$ cat src/rtl/commutator_route_ctrl.sv
// Route controller for the 8-to-3 commutator: a shadow table of select words,
// applied on commit (manual) or stepped through with a dwell time (scan).
module commutator_route_ctrl #(
  parameter int N_CFG   = 4,
  parameter int DWELL_W = 8
) (
  input  logic                       clk,
  input  logic                       rst,
  input  logic                       wr_valid,
  output logic                       wr_ready,
  input  logic [$clog2(N_CFG)-1:0]   wr_slot,
  input  logic [1:0]                 wr_out,
  input  logic [2:0]                 wr_sel,
  input  logic                       commit,
  input  logic [$clog2(N_CFG)-1:0]   cfg_slot,
  input  logic                       scan_en,
  input  logic [DWELL_W-1:0]         dwell,
  output logic [8:0]                 control,
  output logic [$clog2(N_CFG)-1:0]   cur_slot,
  output logic                       busy,
  output logic                       err,
  output logic [1:0]                 fsm_state
);
  localparam int SW = $clog2(N_CFG);

  typedef enum logic [1:0] {
    IDLE   = 2'd0,
    COMMIT = 2'd1,
    SCAN   = 2'd2
  } state_t;

  state_t             state_q, state_d;
  logic [8:0]         shadow [N_CFG];
  logic [DWELL_W-1:0] cnt_q, cnt_d;
  logic [SW-1:0]      lat_q, lat_d;
  logic               start_q, start_d;
  logic               load_en;
  logic [SW-1:0]      load_slot;
  logic               wr_fire;

  // Write handshake: a write is taken at a rising edge where wr_valid and
  // wr_ready are both high; wr_ready drops only while a commit is in flight.
  assign wr_ready  = (state_q != COMMIT);
  assign wr_fire   = wr_valid & wr_ready;
  assign busy      = (state_q == COMMIT);
  assign fsm_state = state_q;

  always_comb begin
    state_d   = state_q;
    cnt_d     = cnt_q;
    lat_d     = lat_q;
    start_d   = start_q;
    load_en   = 1'b0;
    load_slot = cur_slot;
    case (state_q)
      IDLE: begin
        if (scan_en) begin
          state_d = SCAN;
          start_d = 1'b1;
        end else if (commit) begin
          state_d = COMMIT;
          lat_d   = cfg_slot;
        end
      end
      COMMIT: begin
        state_d   = IDLE;
        load_en   = 1'b1;
        load_slot = lat_q;
      end
      SCAN: begin
        if (!scan_en) begin
          state_d = IDLE;
          start_d = 1'b0;
        end else if (start_q) begin
          // First cycle in scan loads slot 0 and arms the dwell counter.
          load_en   = 1'b1;
          load_slot = '0;
          cnt_d     = dwell;
          start_d   = 1'b0;
        end else if (cnt_q == '0) begin
          load_en   = 1'b1;
          load_slot = cur_slot + SW'(1);
          cnt_d     = dwell;
        end else begin
          cnt_d = cnt_q - DWELL_W'(1);
        end
      end
      default: state_d = IDLE;
    endcase
  end

  always_ff @(posedge clk) begin
    if (rst) begin
      state_q  <= IDLE;
      cnt_q    <= '0;
      lat_q    <= '0;
      start_q  <= 1'b0;
      control  <= '0;
      cur_slot <= '0;
      err      <= 1'b0;
      for (int i = 0; i < N_CFG; i++) shadow[i] <= '0;
    end else begin
      state_q <= state_d;
      cnt_q   <= cnt_d;
      lat_q   <= lat_d;
      start_q <= start_d;
      if (load_en) begin
        control  <= shadow[load_slot];
        cur_slot <= load_slot;
      end
      // An illegal output index completes the handshake but only raises err.
      err <= wr_fire && (wr_out == 2'd3);
      if (wr_fire) begin
        case (wr_out)
          2'd0:    shadow[wr_slot][2:0] <= wr_sel;
          2'd1:    shadow[wr_slot][5:3] <= wr_sel;
          2'd2:    shadow[wr_slot][8:6] <= wr_sel;
          default: ;
        endcase
      end
    end
  end
endmodule

$ cat config.mk
export PLATFORM = sky130hd
export DESIGN_NAME = commutator_route_ctrl
export DESIGN_NICKNAME = d
export VERILOG_FILES = /design/src/rtl/commutator_route_ctrl.sv
export SDC_FILE = /design/constraint.sdc
export NUM_CORES = 1
export LEC_CHECK = 0
export BUFFER_PORTS_ARGS = -buffer_cell sky130_fd_sc_hd__buf_2
export CAP_MARGIN = 20
export CORE_ASPECT_RATIO = 0.5
export CORE_MARGIN = 1
export CORE_UTILIZATION = 35
export CTS_CLUSTER_SIZE = 40
export DETAILED_ROUTE_END_ITERATION = 6
export HOLD_SLACK_MARGIN = 0.12
export PLACE_DENSITY = 0.63
export SYNTH_ARGS = -nofsm -noshare
export SYNTH_HDL_FRONTEND = slang
export SYNTH_SLANG_ARGS = --single-unit
export TNS_END_PERCENT = 20
$ cat constraint.sdc
create_clock -name clk -period 2.4 [get_ports clk]
set_clock_uncertainty 0.1 [all_clocks]
set_input_delay 0.12 -clock clk [delete_from_list [all_inputs] [get_ports clk]]
set_output_delay 0.12 -clock clk [all_outputs]
set_load 0.02 [all_outputs]
* Yosys cells after proc, flatten, opt, wreduce, memory -nomap -nowiden
Memory sizes are Yosys's and may differ from the RTL's. A register that Yosys moved wholly into a read port is not among the register bits. Cells that the tools add are included.
Word-level totals: register bits 16, input bits 22, memories kept 1, memory bits (writable) 36, output and inout bits 16, logic and storage cells 63
Memory list:
- shadow | depth 4, bits a word 9, rd ports 1, clocked after memory_dff 1, wr ports 4, RTL line 33 | logic [8:0] shadow [N_CFG];
Operators by class: multiplexer cells 33, reduce and logical (&&, ||, !) cells 10, bitwise logic cells 2, equality and inequality tests 9, $add $sub $neg 2
Operators by type and width (number):
- $mux W1 | 18
- $mux W8 | 2
- $mux W2 | 7
- $mux W9 | 1
- $reduce_or A9 Y1 | 1
- $logic_not A8 Y1 | 1
- $pmux W2 S2 | 2
- $sub A8 B1 Y8 const B | 1
- $eq A2 B2 Y1 const B | 3
- $reduce_and A2 Y1 | 3
- $eq A2 B1 Y1 const B | 2
- $logic_not A2 Y1 | 2
- $ne A2 B2 Y1 const B | 2
- $pmux W1 S2 | 2
- $mux W3 | 1
- $ne A3 B3 Y1 const B | 1
- $reduce_and A3 Y1 | 1
- $add A2 B1 Y2 const B | 1
- $ne A2 B1 Y1 const B | 1
- $reduce_bool A2 Y1 | 1
- $and A1 B1 Y1 | 1
- $logic_and A1 B1 Y1 | 1
- $not A1 Y1 | 1

* Longest topological paths before layout
Gate-level depths: netlist of run 1.
depth in word-level cells 7, depth in mapped cells 9, gate-level depth less buffers 7

* Least setup slack after synthesis of run 1
OpenSTA, ideal clock, no wires.
kind reg2reg, from register state_q[1] (netlist: fsm_state[1]), to memory shadow[2][6], enable pin, buffers on the path 0, path slack -0.143 ns, arrival 2.139 ns, stages on the path, launching flop included 8, data required time 1.996 ns, setup time 0.304 ns, period minus slack after synthesis 2.543 ns, cells stage by stage dfxtp_1 -> inv_1 -> ha_1 -> nand2b_1 -> or3b_2 -> nor3b_1 -> nand2_1 -> nand2b_1
RTL lines:
- from (decl) | RTL line 32 | state_t state_q, state_d;
- from (signal assigned) | RTL line 103 | state_q <= state_d;
- to (decl) | RTL line 33

* Final worst setup path of run 1
from register cnt_q[4], to register control[0], read port of shadow
Between the ends: longest elaborated chain between the ends 5, elaborated cells between the ends (all ways) 9, classes of those cells mux (8); reduce/logical (1)
Ends and longest elaborated chain:
- from (decl) | RTL line 34 | logic [DWELL_W-1:0] cnt_q, cnt_d;
- from (signal assigned) | RTL line 104 | cnt_q <= cnt_d;
- $logic_not A8 Y1 (*) | RTL line 80 | end else if (cnt_q == '0) begin
- $mux W2 / $mux W1 (equally long branches) | RTL line 80
- $mux W2 / $mux W1 (equally long branches) | RTL line 74 | end else if (start_q) begin
- $mux W2 / $mux W1 (equally long branches) | RTL line 71 | if (!scan_en) begin
- $pmux W2 S2 / $pmux W1 S2 (equally long branches) | RTL line 55 | case (state_q)
- to (decl) | RTL line 18 | output logic [8:0] control,
Every way passes the cells marked *; elsewhere a longest branch is shown, timed or not. A chain may end at the register's enable or synchronous reset.

==> insert_results.sql, run 1 <==
INSERT INTO impl_metrics (metric_group, metric, value, unit) VALUES
('outcome', 'status', 'finished clean', ''),
('place', 'buffer_ports.inserted', '37', ''),
('yosys', 'number_of_enable_flip_flop_cells_after_synthesis', '36', ''),
('yosys', 'synth_warnings', '0', ''),
('grt', 'grt_total_ovfl', '0', ''),
('route', 'routed_via_density', '5.03', ''),
('timing', 'setup_tns_after_final_layout', '0', 'ps'),
('clock_tree', 'clkLatencyLatePin', '320', 'ps'),
('min_path', 'hold_path_class', 'primary input to flop', ''),
('die', 'die_x', '132', 'um'),
('route', 'detail_route.drc_violations', '0', ''),
('setup_path', 'regToRegStartpoint', 'cnt_q[4]', ''),
('timing', 'rsz0062_at_grt', 'false', ''),
('grt', 'via_count_of_the_first_global_routing_pass', '2265', ''),
('route', 'detailroute.via_count', '2355', ''),
('die', 'placementRows', '23', ''),
('clock_tree', 'cts_root_buf', 'sky130_fd_sc_hd__clkbuf_16', ''),
('place', 'dp_hpwl', '4860', 'um'),
('timing', 'hold_viol_final', '0', ''),
('setup_path', 'critPathLaunchType', 'flop', ''),
('layout', 'syn_to_final_growth', '28.2', '%'),
('clock_tree', 'clk_pin_slew', '50', 'ps'),
('yosys', 'synth_area_leaders', 'sky130_fd_sc_hd__edfxtp_1, sky130_fd_sc_hd__dfxtp_1, sky130_fd_sc_hd__mux2i_1', ''),
('timing', 'final_number_of_max_transition_violations', '0', ''),
('route', 'postRouteWirelength', '6870', 'um'),
('route', 'drt_iter0_drc', '133', ''),
('yosys', 'ys_dominant_reg_cell', 'sky130_fd_sc_hd__edfxtp_1', ''),
('job', 'maxCapViolations', '0', ''),
('yosys', 'async_set_or_reset_flop_fraction_in_the_synthesized_netlist', '0', '%'),
('yosys', 'syn-mean-instance-area', '10.3', 'um^2'),
('grt', 'wire_length_of_the_first_global_routing_pass', '11000', 'um'),
('layout', 'design.final.nets', '377', ''),
('clock_tree', 'htreeDepth', '3', ''),
('timing', 'worst_slew_pin_tran', '444', 'ps'),
('power_and_ir_drop', 'total_leakage_power', '0.00141', 'uW'),
('grt', 'grt_antenna_before_repair', '0', ''),
('setup_path', 'r2r-end', 'control[0]', ''),
('route', 'dr_wl_met3', '301', 'um'),
('setup_path', 'ff2ff_setup_slack', '130', 'ps'),
('power_and_ir_drop', 'pwr_per_cell_area', '772', 'nW/um^2'),
('yosys', 'synth_seq_cells', '61', ''),
('setup_path', 'worst-endpoint-arrival', '2370', 'ps'),
('clock_tree', 'tritoncts', 'done', ''),
('route', 'm1WireLength', '3120', 'um'),
('setup_path', 'path_max_fanout', '18', ''),
('yosys', 'synthDistinctLibCells', '42', ''),
('die', 'core-area', '8090', 'um^2'),
('die', 'floorplan.io_pins', '38', ''),
('layout', 'layout.filler_cells', '744', ''),
('setup_path', 'critPathCapture', 'control[0]', ''),
('setup_path', 'setup.worst_path.start', 'cnt_q[4]', ''),
('layout', 'final_common_cell', 'sky130_fd_sc_hd__nor2_1', ''),
('yosys', 'synthCells', '287', ''),
('route', 'drt_pass1_iterations', '4', ''),
('setup_path', 'critPathKind', 'flop to flop', ''),
('timing', 'max_freq', '440', 'MHz'),
('layout', 'highest_count_cells_in_the_layout_ignoring_fill_and_taps', 'sky130_fd_sc_hd__nor2_1, sky130_fd_sc_hd__buf_2, sky130_fd_sc_hd__edfxtp_1', ''),
('yosys', 'syn-num-nets', '313', ''),
('yosys', 'netlist_area_before_placement', '2950', 'um^2'),
('timing', 'finalCritPeriodShare', '94.7', '%'),
('power_and_ir_drop', 'power.total', '2920', 'uW'),
('route', 'detailroute.wirelength.met2', '3380', 'um'),
('yosys', 'synth.yosys.seq_area_share', '53.6', '%'),
('die', 'initial_core_util', '36.5', '%'),
('yosys', 'yosys.area.top_type', 'sky130_fd_sc_hd__edfxtp_1', ''),
('clock_tree', 'cts_buffers', '9', ''),
('setup_path', 'rr_worst_depth', '6', ''),
('route', 'routedWlPerCell', '14.7', 'um'),
('route', 'ant_nets', '0', ''),
('grt', 'grt_max_degree', '34', ''),
('yosys', 'synth.top_cell.area_share', '36.6', '%');
==> metal layers <==
layer,vias up,global-route usage (%)
met5,-,0
met4,0,7.41
met3,6,5.86
met2,46,28.6
met1,1127,19.1
li1,1176,-
==> how the worst min path moves through the flow <==
stage	start	endpoint	slack, ps	depth (start not counted)
finish	rst	cnt_q[7]	210	3
detailed placement	cfg_slot[1]	lat_q[1]	280	3
global placement	cfg_slot[1]	lat_q[1]	280	3
floorplan	cfg_slot[1]	lat_q[1]	170	2
CTS	wr_slot[0]	shadow[2][6]	190	4
global route	wr_slot[0]	shadow[0][6]	220	4
==> area by class of cell <==
| class | count | area (um^2) | share of cell area (%) |
|---|---|---|---|
| Clock buffer | 11 | 233 | 6.15 |
| Clock inverter | 5 | 76.3 | 2.02 |
| Inverter | 16 | 60.1 | 1.59 |
| Multi-Input combinational cell | 201 | 1260 | 33.4 |
| Sequential cell | 61 | 1580 | 41.8 |
| Tap cell | 112 | 140 | 3.70 |
| Timing Repair Buffer | 62 | 428 | 11.3 |
==> metrics by stage <==
stage                     area (um^2)  hold WS (ps)  worst slack (ps)  instances  utilization (%)
after floorplan                  2960           167              95.0        287                -
after global placement           3290           281               148        435             40.7
after detailed placement         3290           284              99.2        435             40.7
after CTS                        3770           190              92.1        468             46.6
after global routing             3780           223              6.07        468             46.8
final                            3780           207               127        468             46.8
==> cells in the mapped netlist (2+ instances only) <==
cell type / n
sky130_fd_sc_hd__nor2_1: 43
sky130_fd_sc_hd__edfxtp_1: 36
sky130_fd_sc_hd__nand2_1: 30
sky130_fd_sc_hd__dfxtp_1: 25
sky130_fd_sc_hd__mux2i_1: 18
sky130_fd_sc_hd__inv_1: 16
sky130_fd_sc_hd__a21oi_1: 15
sky130_fd_sc_hd__o21ai_0: 15
sky130_fd_sc_hd__o221ai_1: 11
sky130_fd_sc_hd__nand2b_1: 10
sky130_fd_sc_hd__nand3_1: 6
sky130_fd_sc_hd__nor3_1: 6
sky130_fd_sc_hd__a211oi_1: 5
sky130_fd_sc_hd__a21o_1: 4
sky130_fd_sc_hd__clkbuf_1: 4
sky130_fd_sc_hd__ha_1: 4
sky130_fd_sc_hd__a221oi_1: 3
sky130_fd_sc_hd__nor3b_1: 3
sky130_fd_sc_hd__a211o_1: 2
sky130_fd_sc_hd__a31o_2: 2
sky130_fd_sc_hd__and2_1: 2
sky130_fd_sc_hd__buf_4: 2
sky130_fd_sc_hd__buf_6: 2
sky130_fd_sc_hd__nand4bb_1: 2
sky130_fd_sc_hd__nor2b_1: 2
sky130_fd_sc_hd__nor4_2: 2
sky130_fd_sc_hd__or3b_2: 2
==> flip-flops by register name (all words and copies together) (netlist names) <==
name and count:
err 1, lat_q 2, control 9, cnt_q 8
shadow 36, fsm_state 2, start_q 1, cur_slot 2
==> critical path: stages, from the launching register on <==
cell	delay, ps
sky130_fd_sc_hd__dfxtp_1	360
sky130_fd_sc_hd__or4_4	590
sky130_fd_sc_hd__nor4_2	280
sky130_fd_sc_hd__a211o_1	170
sky130_fd_sc_hd__buf_12	190
sky130_fd_sc_hd__mux2i_1	290
sky130_fd_sc_hd__o221ai_1	160
==> cells by family after synthesis <==
group           Yosys count  share of synthesized area [%]
buf+inv                  25                           4.50
simple gates            115                           19.3
compound gates           63                           14.4
flops                    61                           53.6
mux                      19                           6.49
fa+ha+maj                 4                           1.70
==> power breakdown <==
group,switching (uW),internal (uW)
registers,31.7,1160
clock network,431,903
logic,224,170
==> repair_timing <==
action | CTS | global route
resized for setup | 0 | 4
endpoints found under the setup margin | 0 | 25
setup buffers | 0 | 0
endpoints found under the hold margin | 14 | 0
hold buffers | 17 | 0
Note: power is estimated with default switching activity, not from simulation.
==> run 2: changes to the inputs <==
--- a/config.mk
+++ b/config.mk
@@ -12,6 +12,7 @@
 export CORE_UTILIZATION = 35
 export CTS_CLUSTER_SIZE = 40
 export DETAILED_ROUTE_END_ITERATION = 6
+export GPL_TIMING_DRIVEN = 0
 export HOLD_SLACK_MARGIN = 0.12
 export PLACE_DENSITY = 0.63
 export SYNTH_ARGS = -nofsm -noshare
==> insert_results.sql, run 2 (same netlist as run 1, synthesis figures left out) <==
INSERT INTO impl_metrics (metric_group, metric, value, unit) VALUES
('layout', 'final_design_utilization', '48.0', '%'),
('setup_path', 'crit_path_end_kind', 'flop', ''),
('outcome', 'status', 'finished clean', ''),
('timing', 'final_number_of_max_transition_violations', '0', ''),
('setup_path', 'cpMaxStageDelayCell', 'sky130_fd_sc_hd__or3b_4', ''),
('grt', 'grt_antenna_before_repair', '0', ''),
('clock_tree', 'cts_max_path_buffers', '2', ''),
('grt', 'grt_total_ovfl', '0', ''),
('layout', 'design.final.nets', '384', ''),
('layout', 'reg_top3', 'shadow x36, control x9, cnt_q x8', ''),
('setup_path', 'path_max_fanout', '7', ''),
('layout', 'largest_register_ff_count', '36', ''),
('die', 'core-area', '8090', 'um^2'),
('setup_path', 'critical_path.most_common_cell', 'sky130_fd_sc_hd__nand2b_1', ''),
('min_path', 'hold_path_class', 'primary input to flop', ''),
('setup_path', 'rr_worst_depth', '7', ''),
('timing', 'worst_slew_pin_tran', '833', 'ps'),
('timing', 'rsz0062_at_grt', 'true', ''),
('timing', 'finalCritPeriodShare', '97.6', '%'),
('die', 'initial_core_util', '36.5', '%'),
('place', 'gp_congestion', '0.800', ''),
('min_path', 'endpoint_of_the_worst_hold_path', 'shadow[3][3]', ''),
('timing', 'setup_tns_after_final_layout', '0', 'ps'),
('power_and_ir_drop', 'vdd_ir_drop_max', '0.000365', 'V'),
('clock_tree', 'tritoncts', 'done', ''),
('die', 'die_area', '8820', 'um^2'),
('setup_path', 'critical_path.max_stage_delay', '460', 'ps'),
('layout', 'syn_to_final_growth', '31.5', '%'),
('route', 'routed_via_density', '5.09', ''),
('clock_tree', 'clkLatencyLatePin', '330', 'ps'),
('place', 'preCtsSetupSlack', '-41.5', 'ps'),
('route', 'drt_pass1_iterations', '4', ''),
('clock_tree', 'htreeDepth', '3', ''),
('grt', 'groute.usage.overall', '17.0', '%'),
('setup_path', 'regToRegStartpoint', 'fsm_state[1]', ''),
('setup_path', 'ff2ff_setup_slack', '60', 'ps'),
('power_and_ir_drop', 'total_leakage_power', '0.00145', 'uW'),
('place', 'buffer_ports.inserted', '37', ''),
('job', 'maxCapViolations', '0', ''),
('place', 'place_area', '3290', 'um^2'),
('timing', 'hold_viol_final', '0', ''),
('setup_path', 'critPathKind', 'flop to flop', ''),
('timing', 'slew-limit-headroom', '44.5', '%'),
('place', 'dp_hpwl', '5070', 'um'),
('clock_tree', 'clkSinkCount', '61', ''),
('grt', 'via_count_of_the_first_global_routing_pass', '2313', ''),
('setup_path', 'critical_path.cell_chain', 'inv_1 -> ha_2 -> nand2b_1 -> or3b_4 -> nor3b_4 -> nand2_1 -> nand2b_1', ''),
('route', 'ant_nets', '0', ''),
('min_path', 'hold_start', 'wr_out[0]', ''),
('setup_path', 'critPathLaunchType', 'flop', ''),
('setup_path', 'r2r-end', 'shadow[2][1]', ''),
('place', 'dp.cells', '436', ''),
('layout', 'design_area', '3880', 'um^2'),
('power_and_ir_drop', 'pwr_per_cell_area', '723', 'nW/um^2'),
('timing', 'setup_slack', '57.3', 'ps'),
('timing', 'setup_viol', '0', ''),
('layout', 'proportion_of_layout_cells_with_a_drive_suffix_above_1', '23.8', '%'),
('layout', 'post_layout_nonfiller_instances', '474', ''),
('layout', 'highest_count_cells_in_the_layout_ignoring_fill_and_taps', 'sky130_fd_sc_hd__nor2_1, sky130_fd_sc_hd__buf_2, sky130_fd_sc_hd__edfxtp_1', ''),
('timing', 'fin_crit', '2340', 'ps'),
('die', 'placementRows', '23', ''),
('grt', 'grt_max_degree', '11', ''),
('die', 'floorplan.die.height', '66.9', 'um'),
('layout', 'antenna_cells', '0', ''),
('route', 'drt_iter0_drc', '158', ''),
('timing', 'max_freq', '427', 'MHz'),
('layout', 'top_register', 'shadow', ''),
('min_path', 'timing.hold.worst_path_depth', '3', ''),
('setup_path', 'worst-endpoint-arrival', '2270', 'ps'),
('setup_path', 'cp_data_required_time', '2330', 'ps'),
('die', 'die_x', '132', 'um'),
('route', 'detail_route.drc_violations', '0', ''),
('clock_tree', 'cts_buffers', '9', ''),
('route', 'detailroute.via_count', '2415', ''),
('layout', 'final_common_cell', 'sky130_fd_sc_hd__nor2_1', ''),
('layout', 'layout.filler_cells', '726', ''),
('die', 'floorplan.io_pins', '38', ''),
('clock_tree', 'cts_root_buf', 'sky130_fd_sc_hd__clkbuf_16', ''),
('clock_tree', 'clk_pin_slew', '50', 'ps'),
('route', 'routedWlPerCell', '14.9', 'um'),
('grt', 'wire_length_of_the_first_global_routing_pass', '11200', 'um'),
('route', 'postRouteWirelength', '7050', 'um');
run 2: what timing repair did:
| item | 4_1_cts | 5_1_grt |
|---|---|---|
| endpoints found under the setup margin | 14 | 39 |
| resized for setup | 4 | 15 |
| buffers inserted | 0 | 6 |
| pin swaps | 0 | 2 |
| endpoints found under the hold margin | 14 | 0 |
| hold buffers | 17 | 0 |
run 2: worst max-delay path: cells and delay by family, from the launching register on:
kind / cells / cell delay, ps
and+or+nand+nor: 5 / 1270
DFF: 1 / 350
adders and majority gates: 1 / 230
buffers and inverters: 1 / 80
run 2: cell type report:
| cell class | count | area [um^2] | area share (%) |
|---|---|---|---|
| Sequential cell | 61 | 1580 | 40.8 |
| Inverter | 16 | 60.1 | 1.55 |
| Timing Repair Buffer | 60 | 400 | 10.3 |
| Clock inverter | 4 | 23.8 | 0.613 |
| Tap cell | 112 | 140 | 3.61 |
| Buffer | 9 | 76.3 | 1.97 |
| Multi-Input combinational cell | 201 | 1340 | 34.6 |
| Clock buffer | 11 | 253 | 6.52 |
run 2: metal layers:
layer | wire (um) | GRT usage, %
met5 | 0 | 0
met4 | 93 | 6.10
met3 | 280 | 5.56
met2 | 3470 | 29.5
met1 | 3210 | 19.9
run 2: how the worst max path moves through the flow:
stage / from / end / depth (start not counted)
2_1_floorplan: fsm_state[1] / shadow[0][3] / 7
3_3_place_gp: cnt_q[0] / control[2] / 9
3_5_place_dp: fsm_state[1] / shadow[0][8] / 7
4_1_cts: fsm_state[0] / control[0] / 9
5_1_grt: fsm_state[1] / shadow[2][3] / 7
6_report: fsm_state[1] / shadow[2][1] / 7
run 2: power breakdown:
| part | switching, uW | leakage [uW] | internal (uW) | total (uW) |
|---|---|---|---|---|
| registers | 32.0 | 0.000573 | 1160 | 1190 |
| logic | 242 | 0.000742 | 183 | 425 |
| clock network | 445 | 0.000131 | 742 | 1190 |
run 2: per-stage QoR:
step           total power, uW  hold slack (ps)
5_1_grt                   2920              253
3_5_place_dp              1570              286
2_1_floorplan             1460              167
6_report                  2810              231
3_3_place_gp              1560              282
4_1_cts                   2780              208
